<file path="src/rtl/q_update_ctrl_pkg.sv">
// Shared definitions for the Q-learning update controller: FSM encoding,
// action count and default datapath widths.
package q_update_ctrl_pkg;

  localparam int unsigned N_ACT  = 4;
  localparam int unsigned QW_DEF = 16;
  localparam int unsigned SW_DEF = 12;

  // Guard bits so the TD sum cannot wrap before saturation.
  localparam int unsigned GUARD_BITS = 2;

  typedef enum logic [2:0] {
    StIdle,
    StRdCur,
    StRdNxt,
    StCalc,
    StWr,
    StDone
  } state_e;

endpackage

</file>
<file path="src/rtl/q_update_ctrl_if.sv">
// Agent/MII-facing signal bundle of the update controller.
// master = agent + memory side, slave = controller.
interface q_update_ctrl_if
  import q_update_ctrl_pkg::*;
#(
  parameter int unsigned Q_WIDTH = QW_DEF,
  parameter int unsigned S_WIDTH = SW_DEF,
  parameter int unsigned A_WIDTH = N_ACT
);

  logic                       start;
  logic [S_WIDTH-1:0]         s_cur;
  logic [S_WIDTH-1:0]         s_nxt;
  logic [A_WIDTH-1:0]         a_cur;
  logic signed [Q_WIDTH-1:0]  reward;
  logic [Q_WIDTH*N_ACT-1:0]   mem_Q;
  logic [S_WIDTH-1:0]         mem_S;
  logic [A_WIDTH-1:0]         mem_A;
  logic [Q_WIDTH-1:0]         mem_Qnew;
  logic                       mem_wen;
  logic [A_WIDTH-1:0]         q_max_a;
  logic                       busy;
  logic                       done;
  logic                       err;

  modport master (
    output start, s_cur, s_nxt, a_cur, reward, mem_Q,
    input  mem_S, mem_A, mem_Qnew, mem_wen, q_max_a, busy, done, err
  );

  modport slave (
    input  start, s_cur, s_nxt, a_cur, reward, mem_Q,
    output mem_S, mem_A, mem_Qnew, mem_wen, q_max_a, busy, done, err
  );

endinterface

</file>
<file path="src/rtl/q_update_ctrl_argmax.sv">
// Combinational 4-lane signed max with one-hot argmax; ties go to the lowest lane.
module q_update_ctrl_argmax
  import q_update_ctrl_pkg::*;
#(
  parameter int unsigned Q_WIDTH = QW_DEF
) (
  input  logic [Q_WIDTH*N_ACT-1:0] q_row,
  output logic signed [Q_WIDTH-1:0] q_max,
  output logic [N_ACT-1:0]         q_max_oh
);

  always_comb begin
    q_max    = $signed(q_row[Q_WIDTH-1:0]);
    q_max_oh = {{(N_ACT-1){1'b0}}, 1'b1};
    // Strict compare keeps the earliest lane on ties.
    for (int i = 1; i < int'(N_ACT); i++) begin
      if ($signed(q_row[i*Q_WIDTH +: Q_WIDTH]) > q_max) begin
        q_max       = $signed(q_row[i*Q_WIDTH +: Q_WIDTH]);
        q_max_oh    = '0;
        q_max_oh[i] = 1'b1;
      end
    end
  end

endmodule

</file>
<file path="src/rtl/q_update_ctrl.sv">
// Sequences one Q-learning update: read Q(s,.), read Q(s',.), form the
// saturated TD result and write Q(s,a) back through the MII port.
module q_update_ctrl
  import q_update_ctrl_pkg::*;
#(
  parameter int unsigned Q_WIDTH     = QW_DEF,
  parameter int unsigned S_WIDTH     = SW_DEF,
  parameter int unsigned A_WIDTH     = N_ACT,
  parameter int unsigned RD_LAT      = 2,
  parameter int unsigned ALPHA_SHIFT = 2,
  parameter int unsigned GAMMA_SHIFT = 1
) (
  input  logic           clk,
  input  logic           rst,
  q_update_ctrl_if.slave bus
);

  localparam int unsigned CntW = (RD_LAT > 1) ? $clog2(RD_LAT) : 1;
  localparam int unsigned XW   = Q_WIDTH + GUARD_BITS;
  localparam logic signed [XW-1:0] QMaxX = XW'((1 << (Q_WIDTH - 1)) - 1);
  localparam logic signed [XW-1:0] QMinX = ~QMaxX;

  state_e state_q, state_d;

  logic [CntW-1:0]           cnt_q;
  logic                      cnt_last;
  logic [S_WIDTH-1:0]        s_cur_q, s_nxt_q;
  logic [A_WIDTH-1:0]        a_q;
  logic signed [Q_WIDTH-1:0] r_q, qc_q, qmax_q;
  logic [A_WIDTH-1:0]        qmax_a_q;
  logic [S_WIDTH-1:0]        mem_s_q;
  logic [A_WIDTH-1:0]        mem_a_q;
  logic [Q_WIDTH-1:0]        mem_qnew_q;
  logic                      err_q;

  logic                      a_ok;
  logic signed [Q_WIDTH-1:0] qc_sel;
  logic signed [Q_WIDTH-1:0] row_max;
  logic [N_ACT-1:0]          row_max_oh;
  logic signed [XW-1:0]      r_x, qc_x, qm_x, target, td_err, q_x;
  logic signed [Q_WIDTH-1:0] q_sat;

  assign a_ok     = $onehot(bus.a_cur);
  assign cnt_last = (cnt_q == CntW'(RD_LAT - 1));

  q_update_ctrl_argmax #(
    .Q_WIDTH (Q_WIDTH)
  ) u_argmax (
    .q_row    (bus.mem_Q),
    .q_max    (row_max),
    .q_max_oh (row_max_oh)
  );

  always_ff @(posedge clk or posedge rst) begin
    if (rst) begin
      state_q <= StIdle;
    end else begin
      state_q <= state_d;
    end
  end

  always_comb begin
    state_d = state_q;
    unique case (state_q)
      StIdle:  if (bus.start && a_ok) state_d = StRdCur;
      StRdCur: if (cnt_last) state_d = StRdNxt;
      StRdNxt: if (cnt_last) state_d = StCalc;
      StCalc:  state_d = StWr;
      StWr:    state_d = StDone;
      StDone:  state_d = StIdle;
      default: state_d = StIdle;
    endcase
  end

  always_comb begin
    bus.busy    = (state_q != StIdle);
    bus.mem_wen = (state_q == StWr);
    bus.done    = (state_q == StDone);
  end

  always_ff @(posedge clk or posedge rst) begin
    if (rst) begin
      cnt_q <= '0;
    end else if ((state_q == StRdCur) || (state_q == StRdNxt)) begin
      cnt_q <= cnt_last ? '0 : cnt_q + CntW'(1);
    end
  end

  // Q(s,a) lane picked by the captured one-hot action.
  always_comb begin
    qc_sel = '0;
    for (int i = 0; i < int'(A_WIDTH); i++) begin
      if (a_q[i]) qc_sel = $signed(bus.mem_Q[i*Q_WIDTH +: Q_WIDTH]);
    end
  end

  always_comb begin
    r_x    = XW'(r_q);
    qc_x   = XW'(qc_q);
    qm_x   = XW'(qmax_q);
    target = r_x + (qm_x >>> GAMMA_SHIFT);
    td_err = target - qc_x;
    q_x    = qc_x + (td_err >>> ALPHA_SHIFT);
    if (q_x > QMaxX) begin
      q_sat = QMaxX[Q_WIDTH-1:0];
    end else if (q_x < QMinX) begin
      q_sat = QMinX[Q_WIDTH-1:0];
    end else begin
      q_sat = q_x[Q_WIDTH-1:0];
    end
  end

  always_ff @(posedge clk or posedge rst) begin
    if (rst) begin
      s_cur_q    <= '0;
      s_nxt_q    <= '0;
      a_q        <= '0;
      r_q        <= '0;
      qc_q       <= '0;
      qmax_q     <= '0;
      qmax_a_q   <= '0;
      mem_s_q    <= '0;
      mem_a_q    <= '0;
      mem_qnew_q <= '0;
      err_q      <= 1'b0;
    end else begin
      err_q <= 1'b0;
      case (state_q)
        StIdle: begin
          if (bus.start && a_ok) begin
            s_cur_q <= bus.s_cur;
            s_nxt_q <= bus.s_nxt;
            a_q     <= bus.a_cur;
            r_q     <= bus.reward;
            mem_s_q <= bus.s_cur;
            mem_a_q <= '0;
          end else if (bus.start) begin
            err_q <= 1'b1;
          end
        end
        StRdCur: begin
          if (cnt_last) begin
            qc_q    <= qc_sel;
            mem_s_q <= s_nxt_q;
          end
        end
        StRdNxt: begin
          if (cnt_last) begin
            qmax_q   <= row_max;
            qmax_a_q <= row_max_oh;
          end
        end
        StCalc: begin
          mem_qnew_q <= q_sat;
          mem_s_q    <= s_cur_q;
          mem_a_q    <= a_q;
        end
        default: ;
      endcase
    end
  end

  assign bus.mem_S    = mem_s_q;
  assign bus.mem_A    = mem_a_q;
  assign bus.mem_Qnew = mem_qnew_q;
  assign bus.q_max_a  = qmax_a_q;
  assign bus.err      = err_q;

endmodule

</file>
<file path="src/flat_wrapper.sv">
// flat-port wrapper written by rule: the top's interface ports become plain ports
module q_update_ctrl_flat import q_update_ctrl_pkg::*;
#(
  parameter int unsigned Q_WIDTH     = QW_DEF,
  parameter int unsigned S_WIDTH     = SW_DEF,
  parameter int unsigned A_WIDTH     = N_ACT,
  parameter int unsigned RD_LAT      = 2,
  parameter int unsigned ALPHA_SHIFT = 2,
  parameter int unsigned GAMMA_SHIFT = 1
)
  (clk, rst, bus_start, bus_s_cur, bus_s_nxt, bus_a_cur, bus_reward, bus_mem_Q, bus_mem_S, bus_mem_A, bus_mem_Qnew, bus_mem_wen, bus_q_max_a, bus_busy, bus_done, bus_err);
  q_update_ctrl_if #(.Q_WIDTH(Q_WIDTH), .S_WIDTH(S_WIDTH), .A_WIDTH(A_WIDTH)) bus_i ();
  input  logic clk;
  input  logic rst;
  input wire logic [$bits(bus_i.start)-1:0] bus_start;
  input wire logic [$bits(bus_i.s_cur)-1:0] bus_s_cur;
  input wire logic [$bits(bus_i.s_nxt)-1:0] bus_s_nxt;
  input wire logic [$bits(bus_i.a_cur)-1:0] bus_a_cur;
  input wire logic [$bits(bus_i.reward)-1:0] bus_reward;
  input wire logic [$bits(bus_i.mem_Q)-1:0] bus_mem_Q;
  output wire logic [$bits(bus_i.mem_S)-1:0] bus_mem_S;
  output wire logic [$bits(bus_i.mem_A)-1:0] bus_mem_A;
  output wire logic [$bits(bus_i.mem_Qnew)-1:0] bus_mem_Qnew;
  output wire logic [$bits(bus_i.mem_wen)-1:0] bus_mem_wen;
  output wire logic [$bits(bus_i.q_max_a)-1:0] bus_q_max_a;
  output wire logic [$bits(bus_i.busy)-1:0] bus_busy;
  output wire logic [$bits(bus_i.done)-1:0] bus_done;
  output wire logic [$bits(bus_i.err)-1:0] bus_err;
  assign bus_i.start = bus_start;
  assign bus_i.s_cur = bus_s_cur;
  assign bus_i.s_nxt = bus_s_nxt;
  assign bus_i.a_cur = bus_a_cur;
  assign bus_i.reward = bus_reward;
  assign bus_i.mem_Q = bus_mem_Q;
  assign bus_mem_S = bus_i.mem_S;
  assign bus_mem_A = bus_i.mem_A;
  assign bus_mem_Qnew = bus_i.mem_Qnew;
  assign bus_mem_wen = bus_i.mem_wen;
  assign bus_q_max_a = bus_i.q_max_a;
  assign bus_busy = bus_i.busy;
  assign bus_done = bus_i.done;
  assign bus_err = bus_i.err;
  q_update_ctrl #(.Q_WIDTH(Q_WIDTH), .S_WIDTH(S_WIDTH), .A_WIDTH(A_WIDTH), .RD_LAT(RD_LAT), .ALPHA_SHIFT(ALPHA_SHIFT), .GAMMA_SHIFT(GAMMA_SHIFT)) u_core (.clk(clk), .rst(rst), .bus(bus_i));
endmodule
</file>
<file path="config.mk">
export PLATFORM = sky130hd
export DESIGN_NAME = q_update_ctrl_flat
export DESIGN_NICKNAME = d
export VERILOG_FILES = /design/src/rtl/q_update_ctrl_pkg.sv /design/src/rtl/q_update_ctrl_if.sv /design/src/rtl/q_update_ctrl_argmax.sv /design/src/rtl/q_update_ctrl.sv /design/src/flat_wrapper.sv
export SDC_FILE = /design/constraint.sdc
export NUM_CORES = 1
export LEC_CHECK = 0
export BUFFER_PORTS_ARGS = -buffer_cell sky130_fd_sc_hd__buf_2
export CAP_MARGIN = 25
export CORE_MARGIN = 2
export CORE_UTILIZATION = 58
export DETAILED_ROUTE_END_ITERATION = 7
export HOLD_SLACK_MARGIN = 0.06
export PLACE_DENSITY = 0.82
export SETUP_SLACK_MARGIN = 0.2
export SLEW_MARGIN = 25
export SYNTH_ARGS = -nofsm -noshare
export SYNTH_HDL_FRONTEND = slang
export SYNTH_SLANG_ARGS = --single-unit
</file>
<file path="constraint.sdc">
create_clock -name clk -period 6.9 [get_ports clk]
set_input_delay 1.035 -clock clk [delete_from_list [all_inputs] [get_ports clk]]
set_output_delay 1.035 -clock clk [all_outputs]
set_load 0.02 [all_outputs]
</file>
### Word level (Yosys, flattened, before mapping)

Index checks and enable logic that the tools add are counted.

* $add $sub $neg: 7
* order comparisons: 5
* equality and inequality tests: 9
* multiplexer cells: 25
* reductions and logical operators: 12

Operators with widths (count)
* 16-bit two-way mux: 9
* 16-bit greater-than comparator: 3
* 12-bit case mux with 3 select lines: 1
* 12-bit two-way mux: 2
* 18-bit by 16-bit greater-than comparator with 1-bit output, second input constant: 1
* 18-bit by 16-bit < comparator with 1-bit output, second input constant: 1
* 17-bit by 16-bit subtractor with 18-bit output: 1
* 16-bit by 15-bit adder with 17-bit output: 1
* 16-bit by 16-bit adder with 17-bit output: 1
* 3-bit case mux with 5 select lines: 1
* 4-bit two-way mux: 3
* 3-bit two-way mux: 3
* 4-bit case mux with 2 select lines: 1
* 2-bit AND reduction: 4
* 3-bit by 1-bit == test with 1-bit output, second input constant: 2
* 3-bit by 2-bit == test with 1-bit output, second input constant: 2
* 3-bit == test, second input constant: 2
* 2-bit by 1-bit inequality test with 1-bit output, second input constant: 3
* 3-bit AND reduction: 2
* 3-bit nonzero test: 2
* 1-bit by 1-bit adder with 2-bit output: 2
* 1-bit two-way mux: 4
* 3-bit adder: 1
* 3-bit zero test: 1
* 5 further kinds: 5

* flip-flop bits (word level): 117
* input port bits: 111
* output and inout port bits: 40

### Longest topological paths before layout

* depth after elaboration: 6
* depth in mapped cells: 34

### Modules after synthesis

From an unflattened synthesis, not the netlist that was laid out.

* cells, all modules: 1025
* area total of the unflattened synthesis: 9360.2 um^2

By module, submodules not included
* q_update_ctrl: instances 1, cells an instance 713, area each 7056.8 um^2, sequential area each 2902.8 um^2
* q_update_ctrl_argmax: instances 1, cells an instance 312, area each 2303.5 um^2, sequential area each 0.0 um^2

### Least setup slack after synthesis

OpenSTA, ideal clock, no wires.

* path kind: input to register
* from: input bus_mem_Q[11]
* to: register u_core.qmax_q[3]
* data arrival time: 6.687 ns
* required time: 6.743 ns
* setup slack: 0.056 ns
* stages on the path: 25
* cells stage by stage: inv_1 ha_1 nand4_1 nor3_2 a21oi_1 a21oi_2 clkbuf_1 clkbuf_1 a21oi_1 ha_1 nand4_1 nor4_2 o2111ai_1 a32oi_4 buf_6 mux2_4 ha_1 nor2b_1 o21ai_0 a21oi_1 a211oi_1 mux2_2 a21oi_1 clkbuf_1 a221oi_1

* word-level cells in the longest chain between the ends: 6

Ends and longest elaborated chain
* from (decl): line flat_wrapper.sv:20 `input wire logic [$bits(bus_i.mem_Q)-1:0] bus_mem_Q;`
* 16-bit greater-than comparator: line q_update_ctrl_argmax.sv:17 `if ($signed(q_row[i*Q_WIDTH +: Q_WIDTH]) > q_max) begin`
* 16-bit two-way mux *: line q_update_ctrl_argmax.sv:17
* 16-bit greater-than comparator: line q_update_ctrl_argmax.sv:17
* 16-bit two-way mux *: line q_update_ctrl_argmax.sv:17
* 16-bit greater-than comparator: line q_update_ctrl_argmax.sv:17
* 16-bit two-way mux *: line q_update_ctrl_argmax.sv:17
* to (signal assigned): line q_update_ctrl.sv:149 `qmax_q <= row_max;`
* to (decl): line q_update_ctrl.sv:29 `logic signed [Q_WIDTH-1:0] r_q, qc_q, qmax_q;`

Every way passes the cells marked *; elsewhere a longest branch is shown, timed or not.
A chain may end at the register's enable or synchronous reset.

### Worst setup path in the final report

* from: input bus_mem_Q[13]
* to: register u_core.qmax_q[13]

Same word-level chain as after synthesis.

==> results.md <==
* CTS max path bufs at 2
* Sequential cell area fraction in the yosys report at between 30% and 40%
* Worst R2R Start: u_core.qmax_q[2]
* Die Ht at approximately 130 um
* Routed wire per std cell at about 17 um
* Syn Nets at between 1,000 and 1,500
* R2R setup slack at approximately 1.4 ns
* Worst EP required at ~7 ns
* # DRC at 0
* End of the critical path: u_core.qmax_q[13]
* RSZ-0062 raised after global routing: false
* Yosys top cell by area: dfrtp_1
* Clock Latency Late Sink at approximately 0.42 ns
* DP HPWL at 16.15 mm
* Initial core utilization at roughly 60%
* Core Box Area at ~15,000 sq um
* Dominant synthesized flop cell: dfrtp_1
* Placement Cell Area at roughly 9600 sq um
* # IOs at 151
* Gr ovfl total at 0
* Critical path's largest stage delay at ~0.4 ns
* Fin nets at ~1,300
* Number of flops mapped to enable cells by yosys at 0
* Antenna violations before repair at 3
* #FFs+latches synth at between 100 and 150
* DR pass1 iterations at 5
* Crit end category: flop
* Clk_skew at roughly 0.0069 ns
* Largest net degree at the start of global routing at just under 70
* CTS buffer count at 17
* Async set or reset register ratio after synthesis at 100.0%
* R2R cell count at 19
* Total Wirelength at approximately 22 mm
* Die width at between 100 and 150 um
* Post-route ant nets at 0
* Worst-path fanout max at 15
* Hold crit path type: flop to flop
* # rows at between 40 and 50
* Sink Count at around 120
* Fillers at 1,088
* Final Hold Viols at 0
* Yosys top cell area share at approximately 33%
* Worst Setup SP: bus_mem_Q[13]
* Tightest Pin Transition at 0.9706 ns
* Via count at 7,552
* CTS Hold Bufs at 0
* RePlAce Congestion at 0.9380
* Die area at ~16,000 sq um
* Total Routing Usage GR at a little over a quarter
* Global-route wire length before repair at approximately 35 mm
* Number of max-cap violations at 0
* Crit path launch type: input pin
* Slew HR at a little over a third
* Min-Delay Path Depth at 2
* Count of final setup violators at 0
* CTS root buf: clkbuf_16
* Crit share post-route at between 90 and 100%
* Synthesis Warnings at 0
* Final Instance Area at just over 10,000 sq um
* FF-to-FF End: u_core.bus.mem_Qnew[4]
* Syn_area_per_cell at 9.148 sq um
* Fmax at ~160 MHz
* CP Class: input pin to flop
* CP arrival at 6.72 ns
* Final max-slew violation count at 0
* Number of global-route vias before repair at between 7,000 and 8,000
* Clock-pin transition on the worst setup and hold timing paths at 0.06 ns
* CTS tree: built
* Most frequent CP cell: a21oi_1
* CTS H-tree lvls at 4
* Mapped Cells at 950
* CP max stage cell: mux2_2
* Top cells by area, synth: dfrtp_1 (33%), ha_1 (12%), mux2_2 (8.6%)
* Yosys cell types at 63
* Syn-to-layout area delta at 17.38%
* Via-per-instance ratio at between 5 and 6
* PortBufs at 150
* Initial DRC count at roughly 490
* Fin crit period at around 6.4 ns
* Cell area after synthesis at approximately 8700 sq um
* Ratio of cells with drive above 1 in the final layout at 26.75%
* Run status: finished, final reports clean
==> kinds of logic (layout without fill, tap and decap cells) <==
kind of cell               Yosys count  in the layout  share of synthesized area (%)
buffers and inverters              153            306                          6.709
adders and majority gates          100            100                          15.84
DFF                                116            116                          33.40
xor gates and xnor gates            20             20                          2.016
AOI/OAI and AO/OA                  220            220                          17.12
muxes                               88             88                          11.49
and+or+nand+nor                    253            253                          13.43
other                                0              2                              0
==> how the worst min path moves through the flow <==
stage	slack, ns	start	endpoint
after global routing	0.50	u_core.bus.mem_Qnew[2]	u_core.bus.mem_Qnew[2]
after CTS	0.48	u_core.bus.mem_Qnew[2]	u_core.bus.mem_Qnew[2]
final	0.47	u_core.bus.mem_Qnew[14]	u_core.bus.mem_Qnew[14]
after global placement	0.46	u_core.bus.mem_Qnew[12]	u_core.bus.mem_Qnew[12]
after detailed placement	0.47	u_core.bus.mem_Qnew[2]	u_core.bus.mem_Qnew[2]
after floorplan	0.45	u_core.a_q[0]	u_core.bus.mem_A[0]
==> state kept, by name, summed over array words and instances, names as in the netlist <==
signal	cells
u_core.a_q	4
u_core.qmax_q	15
u_core.bus.q_max_a	4
u_core.bus.mem_A	4
u_core.cnt_last	1
u_core.s_nxt_q	12
u_core.s_cur_q	12
u_core.state_q	3
u_core.bus.mem_S	12
u_core.r_q	16
u_core.qc_q	16
u_core.bus.err	1
u_core.bus.mem_Qnew	16
==> what timing repair did <==
item / in CTS / in global routing
endpoints found under the setup margin: 0 / 19
endpoints found under the hold margin: 0 / 0
buffers inserted: 0 / 2
resized for setup: 0 / 2
==> per-stage QoR <==
stage | cells | setup TNS, ns | setup WS, ns | hold WS (ns) | util, %
3_3_place_gp | 1254 | 0 | 0.1969 | 0.4621 | 65.88
3_5_place_dp | 1254 | -0.07243 | -0.03481 | 0.4671 | 65.90
2_1_floorplan | 950 | 0 | 0.2611 | 0.4474 | -
4_1_cts | 1285 | 0 | 0.3726 | 0.4784 | 69.70
6_report | 1289 | 0 | 0.4738 | 0.4744 | 69.92
5_1_grt | 1289 | 0 | 0.2224 | 0.5050 | 69.92
==> routing by layer <==
metal	GRT usage [%]	vias up	share of wire (%)
li1	-	3622	-
met1	36.98	3581	44
met2	42.69	278	46
met3	5.061	67	5.6
met4	13.25	4	4.2
met5	0	-	0.088
==> layout make-up <==
cell class              count  area, sq um  area share (%)
flip-flops and latches    116         2904           28.47
clock inverters            14        128.9           1.263
repair buffers            164        855.8           8.390
well taps                 184        230.2           2.257
diodes                      2        5.005         0.04906
inverters                 111        419.2           4.109
clock buffers              17        425.4           4.170
multi-input cells         681         5233           51.29
==> Yosys cell counts (2+ instances only) <==
cell type and number:
and4_1 2, mux2_4 7, or2_2 4, nor2b_1 10, a31o_2 2, mux2_2 66
a31oi_1 17, a211oi_1 2, xor2_1 8, nand4_1 10, clkbuf_1 37, o211ai_1 4
xnor2_1 12, nand2b_1 10, buf_1 3, o21ai_0 59, ha_1 82, o21ai_1 5
mux2i_1 15, a221oi_1 22, nand2_1 88, inv_1 111, dfrtp_1 116, o21a_1 7
or3_1 3, a221oi_2 6, a21oi_1 54, a21o_1 9, nand3_1 12, a211o_1 15
nor4_1 2, or2_1 3, nor2_1 72, and2_1 4, fa_1 17, a2bb2oi_1 3
nor3_1 25
==> critical path, delay by kind of cell <==
family	cells	cell delay, ns
adder cells (fa/ha/maj)	3	0.91
buffers and inverters	5	0.73
AND/OR/NAND/NOR	5	0.48
multiplexers	2	0.72
AO/OA/AOI/OAI	16	2.84
==> cells in the final DEF, fill, tap and decap left out, types with 5 or more instances in the layout <==
| cell | netlist | final |
|---|---|---|
| a211o_1 | 15 | 15 |
| a21o_1 | 9 | 9 |
| a21oi_1 | 54 | 53 |
| a221oi_1 | 22 | 22 |
| a221oi_2 | 6 | 6 |
| a31oi_1 | 17 | 17 |
| buf_2 | 1 | 150 |
| buf_4 | 0 | 14 |
| clkbuf_16 | 0 | 17 |
| clkinvlp_4 | 0 | 6 |
| dfrtp_1 | 116 | 115 |
| fa_1 | 17 | 17 |
| ha_1 | 82 | 82 |
| inv_1 | 111 | 110 |
| mux2_2 | 66 | 66 |
| mux2_4 | 7 | 7 |
| mux2i_1 | 15 | 15 |
| nand2_1 | 88 | 86 |
| nand2b_1 | 10 | 10 |
| nand3_1 | 12 | 12 |
| nand4_1 | 10 | 10 |
| nor2_1 | 72 | 71 |
| nor2b_1 | 10 | 9 |
| nor3_1 | 25 | 25 |
| o21a_1 | 7 | 7 |
| o21ai_0 | 59 | 59 |
| o21ai_1 | 5 | 5 |
| xnor2_1 | 12 | 12 |
| xor2_1 | 8 | 8 |
Power is left out: the tool's default activity adds up to more than one toggle a clock period on the data nets, which glitch-free logic cannot reach.
